**config.mk**
```make
export PLATFORM = sky130hd
export DESIGN_NAME = fetch_unit
export DESIGN_NICKNAME = d
export VERILOG_FILES = /design/src/rtl/fetch_unit.sv
export SDC_FILE = /design/constraint.sdc
export NUM_CORES = 1
export LEC_CHECK = 0
export CAP_MARGIN = 20
export CORE_MARGIN = 8
export CORE_UTILIZATION = 57
export CTS_BUF_LIST = sky130_fd_sc_hd__clkbuf_8
export DETAILED_ROUTE_END_ITERATION = 6
export HOLD_SLACK_MARGIN = 0.03
export PLACE_DENSITY = 0.9
export REMOVE_ABC_BUFFERS = 1
export SYNTH_ARGS = -nofsm -noshare
export SYNTH_HDL_FRONTEND = slang
export SYNTH_SLANG_ARGS = --single-unit
```
**constraint.sdc**
```tcl
create_clock -name clk -period 14.65 [get_ports clk]
set_input_delay 4.395 -clock clk [delete_from_list [all_inputs] [get_ports clk]]
set_output_delay 4.395 -clock clk [all_outputs]
set_load 0.05 [all_outputs]
```
**src/rtl/fetch_unit.sv**
```systemverilog
// Instruction fetch stage: owns the PC, reads a combinational instruction memory,
// buffers {pc, instr} pairs in a small FIFO and hands them to decode over valid/ready.
module fetch_unit #(
    parameter int                    DATA_WIDTH = 32,
    parameter logic [DATA_WIDTH-1:0] RESET_PC   = '0,
    parameter int                    FIFO_DEPTH = 2
) (
    input  logic                  clk,
    input  logic                  rst,
    output logic [DATA_WIDTH-1:0] imem_addr_o,
    input  logic [DATA_WIDTH-1:0] imem_instr_i,
    input  logic                  redirect_i,
    input  logic [DATA_WIDTH-1:0] redirect_pc_i,
    output logic [DATA_WIDTH-1:0] instr_o,
    output logic [DATA_WIDTH-1:0] pc_o,
    output logic                  valid_o,
    input  logic                  ready_i
);
    localparam int PTR_W = (FIFO_DEPTH > 1) ? $clog2(FIFO_DEPTH) : 1;
    localparam int CNT_W = PTR_W + 1;
    localparam logic [DATA_WIDTH-1:0] RESET_PC_ALIGNED = {RESET_PC[DATA_WIDTH-1:2], 2'b00};

    logic [DATA_WIDTH-1:0] fetch_pc_q, fetch_pc_d;
    logic [CNT_W-1:0]      count_q, count_d;
    logic [PTR_W-1:0]      rd_ptr_q, rd_ptr_d;
    logic [PTR_W-1:0]      wr_ptr_q, wr_ptr_d;
    logic [DATA_WIDTH-1:0] buf_pc_q    [FIFO_DEPTH];
    logic [DATA_WIDTH-1:0] buf_pc_d    [FIFO_DEPTH];
    logic [DATA_WIDTH-1:0] buf_instr_q [FIFO_DEPTH];
    logic [DATA_WIDTH-1:0] buf_instr_d [FIFO_DEPTH];
    logic                  pop;
    logic                  push;

    // During a redirect the head is wrong-path, so it is masked rather than offered.
    assign valid_o     = (count_q != '0) && !redirect_i;
    assign pc_o        = buf_pc_q[rd_ptr_q];
    assign instr_o     = buf_instr_q[rd_ptr_q];
    assign imem_addr_o = fetch_pc_q;

    assign pop  = valid_o && ready_i;
    assign push = !redirect_i && ((count_q < CNT_W'(FIFO_DEPTH)) || pop);

    always_comb begin
        fetch_pc_d  = fetch_pc_q;
        count_d     = count_q;
        rd_ptr_d    = rd_ptr_q;
        wr_ptr_d    = wr_ptr_q;
        buf_pc_d    = buf_pc_q;
        buf_instr_d = buf_instr_q;

        if (redirect_i) begin
            fetch_pc_d = {redirect_pc_i[DATA_WIDTH-1:2], 2'b00};
            count_d    = '0;
            rd_ptr_d   = '0;
            wr_ptr_d   = '0;
        end else begin
            if (push) begin
                buf_pc_d[wr_ptr_q]    = fetch_pc_q;
                buf_instr_d[wr_ptr_q] = imem_instr_i;
                wr_ptr_d              = wr_ptr_q + PTR_W'(1);
                fetch_pc_d            = fetch_pc_q + DATA_WIDTH'(4);
            end
            if (pop) begin
                rd_ptr_d = rd_ptr_q + PTR_W'(1);
            end
            case ({push, pop})
                2'b10:   count_d = count_q + CNT_W'(1);
                2'b01:   count_d = count_q - CNT_W'(1);
                default: count_d = count_q;
            endcase
        end
    end

    always_ff @(posedge clk or posedge rst) begin
        if (rst) begin
            fetch_pc_q <= RESET_PC_ALIGNED;
            count_q    <= '0;
            rd_ptr_q   <= '0;
            wr_ptr_q   <= '0;
            for (int i = 0; i < FIFO_DEPTH; i++) begin
                buf_pc_q[i]    <= '0;
                buf_instr_q[i] <= '0;
            end
        end else begin
            fetch_pc_q  <= fetch_pc_d;
            count_q     <= count_d;
            rd_ptr_q    <= rd_ptr_d;
            wr_ptr_q    <= wr_ptr_d;
            buf_pc_q    <= buf_pc_d;
            buf_instr_q <= buf_instr_d;
        end
    end

endmodule

```
==> flow_summary.json, run 1 <==
{
  "power_frac_clock": 0.228,
  "p_int_mw": 0.951,
  "period_share": 0.701,
  "diodes": 0,
  "die_w_um": 131,
  "wl_um": 19100,
  "grt_usage": 0.230,
  "period_minus_slack_ns": 10.27,
  "clkTransAtPathRegs_ns": 0.08,
  "drt_first_pass_iters": 5,
  "coreArea_um2": 13000,
  "clock-sinks": 158,
  "path_cells": "buf_2 > buf_4 > nor2_1 > clkdlybuf4s50_1",
  "cp-start-kind": "input port",
  "place_hpwl_um": 12800,
  "p_leak_nw": 3.88,
  "crit_arrival_ns": 5.87,
  "pwr-share-seq": 0.397,
  "syn_to_final_growth_pct": 28.4,
  "synth_seq_cells": 158,
  "boundaryPins": 165,
  "wire_per_inst_um": 20.5,
  "hold_path_class": "reg -> reg",
  "cts_buffers": 17,
  "grt_pass1_wl_um": 30400,
  "async_flop_share": 1.00,
  "drt_iter0_markers": 471,
  "drive_gt1_frac": 0.301,
  "netlist_area_um2": 7490,
  "cts_tree": "yes",
  "drc": 0,
  "yosysWarningCount": 0,
  "setup_viol": 0,
  "vias_per_cell": 5.97,
  "cts.path.max_buffers": 2,
  "rows": 42,
  "grt_setup_unrepaired": "no",
  "cts-resized-gates": 0,
  "post-route-util": 0.738,
  "worstSetupEndpointType": "output port",
  "swShare": 0.367,
  "max-cap-violations": 0,
  "overflow": 0,
  "power_density_nw_per_um2": 156,
  "hold_buffers": 0,
  "hold_viol": 0,
  "crit_slowest_cell": "clkdlybuf4s50_1",
  "required_ns": 10.26,
  "clk_latency_ns": 0.45,
  "port_buffers": 158,
  "p_sw_mw": 0.550,
  "die-area_um2": 17100,
  "h-tree-depth": 4,
  "antenna_found_initial": 0,
  "drv_slew": 0,
  "synth_edf_count": 0,
  "ys_seq_area_frac": 0.528,
  "outcome": "completed",
  "vias": 5568,
  "synth_cells": 604,
  "start_util": 0.575,
  "gp_congestion": 0.802,
  "grt_max_degree": 90,
  "slowest_delay_ns": 0.73,
  "ant_nets": 0,
  "pwr-share-comb": 0.375,
  "worstPathMaxFanout": 68,
  "fillCellCount": 893,
  "worstMarginPinSlew_ns": 0.803,
  "peakVddDrop_mv": 0.0894,
  "fmax_ghz": 0.0974,
  "nets": 814,
  "fin_tns_setup_ns": 0,
  "finClkSkew_ns": 0.0115,
  "worstSetupPathType": "in -> out",
  "synth_ff_type": "dfrtp_1",
  "die_y_um": 131,
  "slew_headroom": 0.465,
  "grt_pass1_vias": 5941,
  "cts-root-buf": "clkbuf_8",
  "syn_avg_cell_area_um2": 12.4,
  "post_cts_buffers": 0,
  "synth_cell_types": 52
}
==> synth_stat cells (2+ instances only) <==
cell        n  area [um^2]
or3_1       4         25.0
nand3_1    19         95.1
nand2_1    33          124
xor2_1      5         43.8
o21ai_0    20          100
xnor2_1     4         35.0
a211o_1     3         26.3
buf_2      20          100
o31ai_1     8         60.1
and4_1      5         43.8
a21oi_1     3         15.0
nand4_1    23          144
clkbuf_1   17         63.8
o311ai_1    2         17.5
inv_1      10         37.5
mux2_2    178         2000
buf_1       3         11.3
or2_2       2         12.5
a22oi_1     6         45.0
a31oi_1     6         37.5
dfrtp_1   158         3950
nor2b_1     5         31.3
nor3_1      8         40.0
o311ai_0    3         26.3
nor3b_1     2         15.0
nor4_1      5         31.3
buf_4       5         37.5
nor2_1     18         67.6
a311oi_1    3         26.3
nor4b_1     2         17.5
or4_1       3         22.5
==> sequential cells by signal, summed over array words and instances, names as in the netlist <==
register / count
buf_instr_q: 64
buf_pc_q: 60
imem_addr_o: 30
count_q: 2
rd_ptr_q: 1
wr_ptr_q: 1
==> critical path: cells and delay by family <==
| family | cells | cell delay, ns |
|---|---|---|
| buffers and inverters | 3 | 1.33 |
| AND/OR/NAND/NOR | 1 | 0.12 |
==> area by class of cell <==
type,instances,area [um^2],share of cell area
Multi-Input combinational cell,391,3300,0.343
Sequential cell,158,3960,0.411
Clock inverter,10,136,0.0142
Clock buffer,21,289,0.0300
Timing Repair Buffer,166,1680,0.174
Tap cell,176,220,0.0229
Inverter,11,46.3,0.00481
==> layout by cell type, fill, tap and decap left out, types with 5 or more instances in the layout <==
cell type and count:
a22oi_1 6, nand3_1 18, mux2_2 178, clkdlybuf4s50_1 157, clkbuf_8 21, inv_1 10
nor2b_1 5, a31oi_1 6, o21ai_0 20, buf_4 6, nand2_1 33, nand4_1 23
o31ai_1 8, nor2_1 18, nor4_1 5, and4_1 5, dfrtp_1 157, xor2_1 5
nor3_1 8
==> power groups by stage <==
stage / sequential [mW] / clock, mW / combinational [mW]
floorplan: 0.617 / 0 / 0.365
global placement: 0.592 / 0 / 0.551
detailed placement: 0.604 / 0 / 0.563
CTS: 0.596 / 0.347 / 0.567
global route: 0.611 / 0.367 / 0.591
finish: 0.596 / 0.342 / 0.563
==> cell families (layout without fill, tap and decap cells) <==
logic type / Yosys count / after routing / share of synthesized area
simple gates: 139 / 139 / 0.102
flops: 158 / 158 / 0.528
fa+ha+maj: 1 / 1 / 0.00167
compound gates: 59 / 59 / 0.0531
other cells: 1 / 4 / 0.000501
mux: 179 / 179 / 0.269
buf+inv: 58 / 208 / 0.0361
xor+xnor: 9 / 9 / 0.0105
==> metrics by stage <==
stage                     std cells  power [mW]  hold WS (ns)  area [um^2]  setup slack [ns]
after global routing            933        1.57         0.507         9620              4.30
after global placement          900        1.14         0.458         9140              4.43
after detailed placement        900        1.17         0.469         9140              4.40
after floorplan                 560       0.981         0.444         7270              5.21
after CTS                       931        1.51         0.489         9570              4.40
final                           933        1.50         0.489         9620              4.38
==> path summary, 6_finish.rpt <==
kind / cells after the start / endpoint / from / slack (ns)
min in group asynchronous: 2 / buf_instr_q[56]$_DFFE_PP0P_ / rst / 4.41
max: 4 / valid_o / redirect_i / 4.38
max reg2reg: 4 / imem_addr_o[16]$_DFFE_PP0P_ / imem_addr_o[9]$_DFFE_PP0P_ / 12.26
max in group asynchronous: 4 / buf_instr_q[13]$_DFFE_PP0P_ / rst / 9.11
min: 2 / buf_pc_q[25]$_DFFE_PP0P_ / buf_pc_q[25]$_DFFE_PP0P_ / 0.49
min reg2reg: 2 / buf_pc_q[25]$_DFFE_PP0P_ / buf_pc_q[25]$_DFFE_PP0P_ / 0.49
==> routing by layer <==
metal  part of all wire  routed length (um)  vias up  global-route usage
li1                   -                   -     2467                   -
met1               0.41                7750     2764               0.277
met2               0.49                9430      268               0.380
met3              0.072                1370       69              0.0580
met4              0.030                 582        0               0.107
met5                  0                   0        -                   0
Note: power is estimated with default switching activity, not from simulation.
==> run 2, diff against run 1 <==
- CORE_UTILIZATION: 57 -> 47
- PLACE_DENSITY: 0.9 -> 0.79
- clock period: 14.65 -> 8.74 ns (I/O delays scaled with it)
==> run 2 against run 1 <==
  * Global-route usage decreased by 4.0 points
  * Cell count increased by 4.3%
  * Non-clock buffer count decreased by 1
  * Largest power group unchanged
  * Die area increased by 19%
  * Worst setup slack got worse by 1.9 ns
  * First-iteration DRC count decreased by 23%
  * Sequential power increased by 67%
  * Critical path depth decreased by 1
  * Sequential share of layout area decreased by 0.46 points
  * Utilization decreased by 12 points
==> flow_summary.json, run 2 (same netlist as run 1, synthesis figures left out) <==
{
  "path_cells": "buf_2 > nor2_1 > clkdlybuf4s50_1",
  "cp-start-kind": "input port",
  "ant_nets": 0,
  "die_y_um": 142,
  "layout_setup_ws_ns": 2.47,
  "nets": 813,
  "cts_tree": "yes",
  "overflow": 0,
  "place_hpwl_um": 12600,
  "worstMarginPinSlew_ns": 0.982,
  "grt_pass1_wl_um": 30400,
  "hold_path_class": "reg -> reg",
  "boundaryPins": 165,
  "h-tree-depth": 4,
  "grt_max_degree": 82,
  "drc": 0,
  "post_cts_buffers": 0,
  "worstPathMaxFanout": 2,
  "finalNonFillerCells": 973,
  "clock-sinks": 158,
  "top_layer_used": "met4",
  "diodes": 0,
  "place_inst": 940,
  "power_density_nw_per_um2": 270,
  "final_common_cell": "mux2_2",
  "grt_usage": 0.190,
  "wl_um": 18900,
  "rrSetupSlack_ns": 6.36,
  "port_buffers": 158,
  "clkTransAtPathRegs_ns": 0.09,
  "clk_latency_ns": 0.45,
  "drt_first_pass_iters": 6,
  "required_ns": 6.12,
  "fin_tns_setup_ns": 0,
  "period_minus_slack_ns": 6.27,
  "hold_viol": 0,
  "cts_buffers": 17,
  "cts-root-buf": "clkbuf_8",
  "cts-resized-gates": 0,
  "max-cap-violations": 0,
  "critPathTopFamily": "buffers and inverters",
  "grt_pass1_vias": 5868,
  "period_share": 0.718,
  "finClkSkew_ns": 0.0145,
  "drive_gt1_frac": 0.303,
  "wire_per_inst_um": 19.4,
  "coreArea_um2": 15700,
  "syn_to_final_growth_pct": 29.9,
  "slowest_delay_ns": 0.81,
  "peakVddDrop_mv": 0.146,
  "gp_congestion": 0.813,
  "worstSetupEndpointType": "output port",
  "routed-wl-met3_um": 1280,
  "p_leak_nw": 3.91,
  "largest-register": "buf_instr_q",
  "die-area_um2": 20200,
  "worstSetupPathType": "in -> out",
  "cp_num_buf_inv": 2,
  "drt-met1-wl_um": 7670,
  "final_cell_mix": "mux2_2, dfrtp_1, clkdlybuf4s50_1",
  "vias": 5455,
  "antenna_found_initial": 0,
  "hp-start": "buf_pc_q[10]$_DFFE_PP0P_",
  "post-route-util": 0.619,
  "outcome": "completed",
  "crit_slowest_cell": "clkdlybuf4s50_1",
  "drt_iter0_markers": 361,
  "setup_viol": 0,
  "largest_register_ff_count": 64,
  "met2_length_um": 9600,
  "drv_slew": 0,
  "critPathLaunch": "redirect_i",
  "die_w_um": 142,
  "vias_per_cell": 5.61,
  "hold_buffers": 0,
  "cts.path.max_buffers": 2,
  "fmax_ghz": 0.159,
  "crit_arrival_ns": 3.65,
  "grt_setup_unrepaired": "no",
  "post-place-ws_ns": 2.46,
  "start_util": 0.477,
  "slew_headroom": 0.346,
  "rows": 46,
  "rr_startpoint": "imem_addr_o[9]$_DFFE_PP0P_",
  "fillCellCount": 1217
}
## run 2: changes by cell type in the layout (fill, tap and decap cells not counted)
cell,change
buf_12,+1
buf_16,-2
bufinv_16,+4
clkbuf_8,-2
clkinv_2,-1
clkinv_4,+2
clkinvlp_4,-1
inv_1,-1
## run 2: through the flow
step	hold slack, ns	total power, mW	area, um^2
finish	0.486	2.63	9730
global route	0.523	2.74	9730
CTS	0.491	2.65	9710
detailed placement	0.467	1.96	9190
global placement	0.458	1.92	9190
floorplan	0.444	1.65	7270
## run 2: per-layer routing
| layer | vias up | global-route usage |
|---|---|---|
| met4 | 0 | 0.0752 |
| met5 | - | 0 |
| met3 | 30 | 0.0510 |
| li1 | 2469 | - |
| met2 | 185 | 0.324 |
| met1 | 2771 | 0.223 |
## run 2: where the power goes
| group | switching [mW] | internal (mW) | total (mW) |
|---|---|---|---|
| Sequential | 0.105 | 0.890 | 0.995 |
| Clock | 0.277 | 0.415 | 0.692 |
| Combinational | 0.549 | 0.391 | 0.940 |
## run 2: layout make-up
class | instances | area (um^2) | share of cell area
well taps | 216 | 270 | 0.0278
inverters | 11 | 46.3 | 0.00476
multi-input cells | 391 | 3300 | 0.339
clock inverters | 13 | 258 | 0.0265
flip-flops and latches | 158 | 3960 | 0.406
clock buffers | 19 | 262 | 0.0269
repair buffers | 165 | 1640 | 0.169
## run 2: final timing paths
kind,to,cells past startpoint
max,valid_o,3
min,buf_pc_q[10]$_DFFE_PP0P_,2
max reg2reg,imem_addr_o[16]$_DFFE_PP0P_,4
min reg2reg,buf_pc_q[10]$_DFFE_PP0P_,2
max in group asynchronous,buf_instr_q[6]$_DFFE_PP0P_,3
min in group asynchronous,buf_instr_q[24]$_DFFE_PP0P_,2
## run 2: worst min-delay path: cells and delay by family (launching register included)
kind,cells,cell delay (ns)
AO/OA/AOI/OAI,1,0.06
flip-flops,1,0.35
AND/OR/NAND/NOR,1,0.05
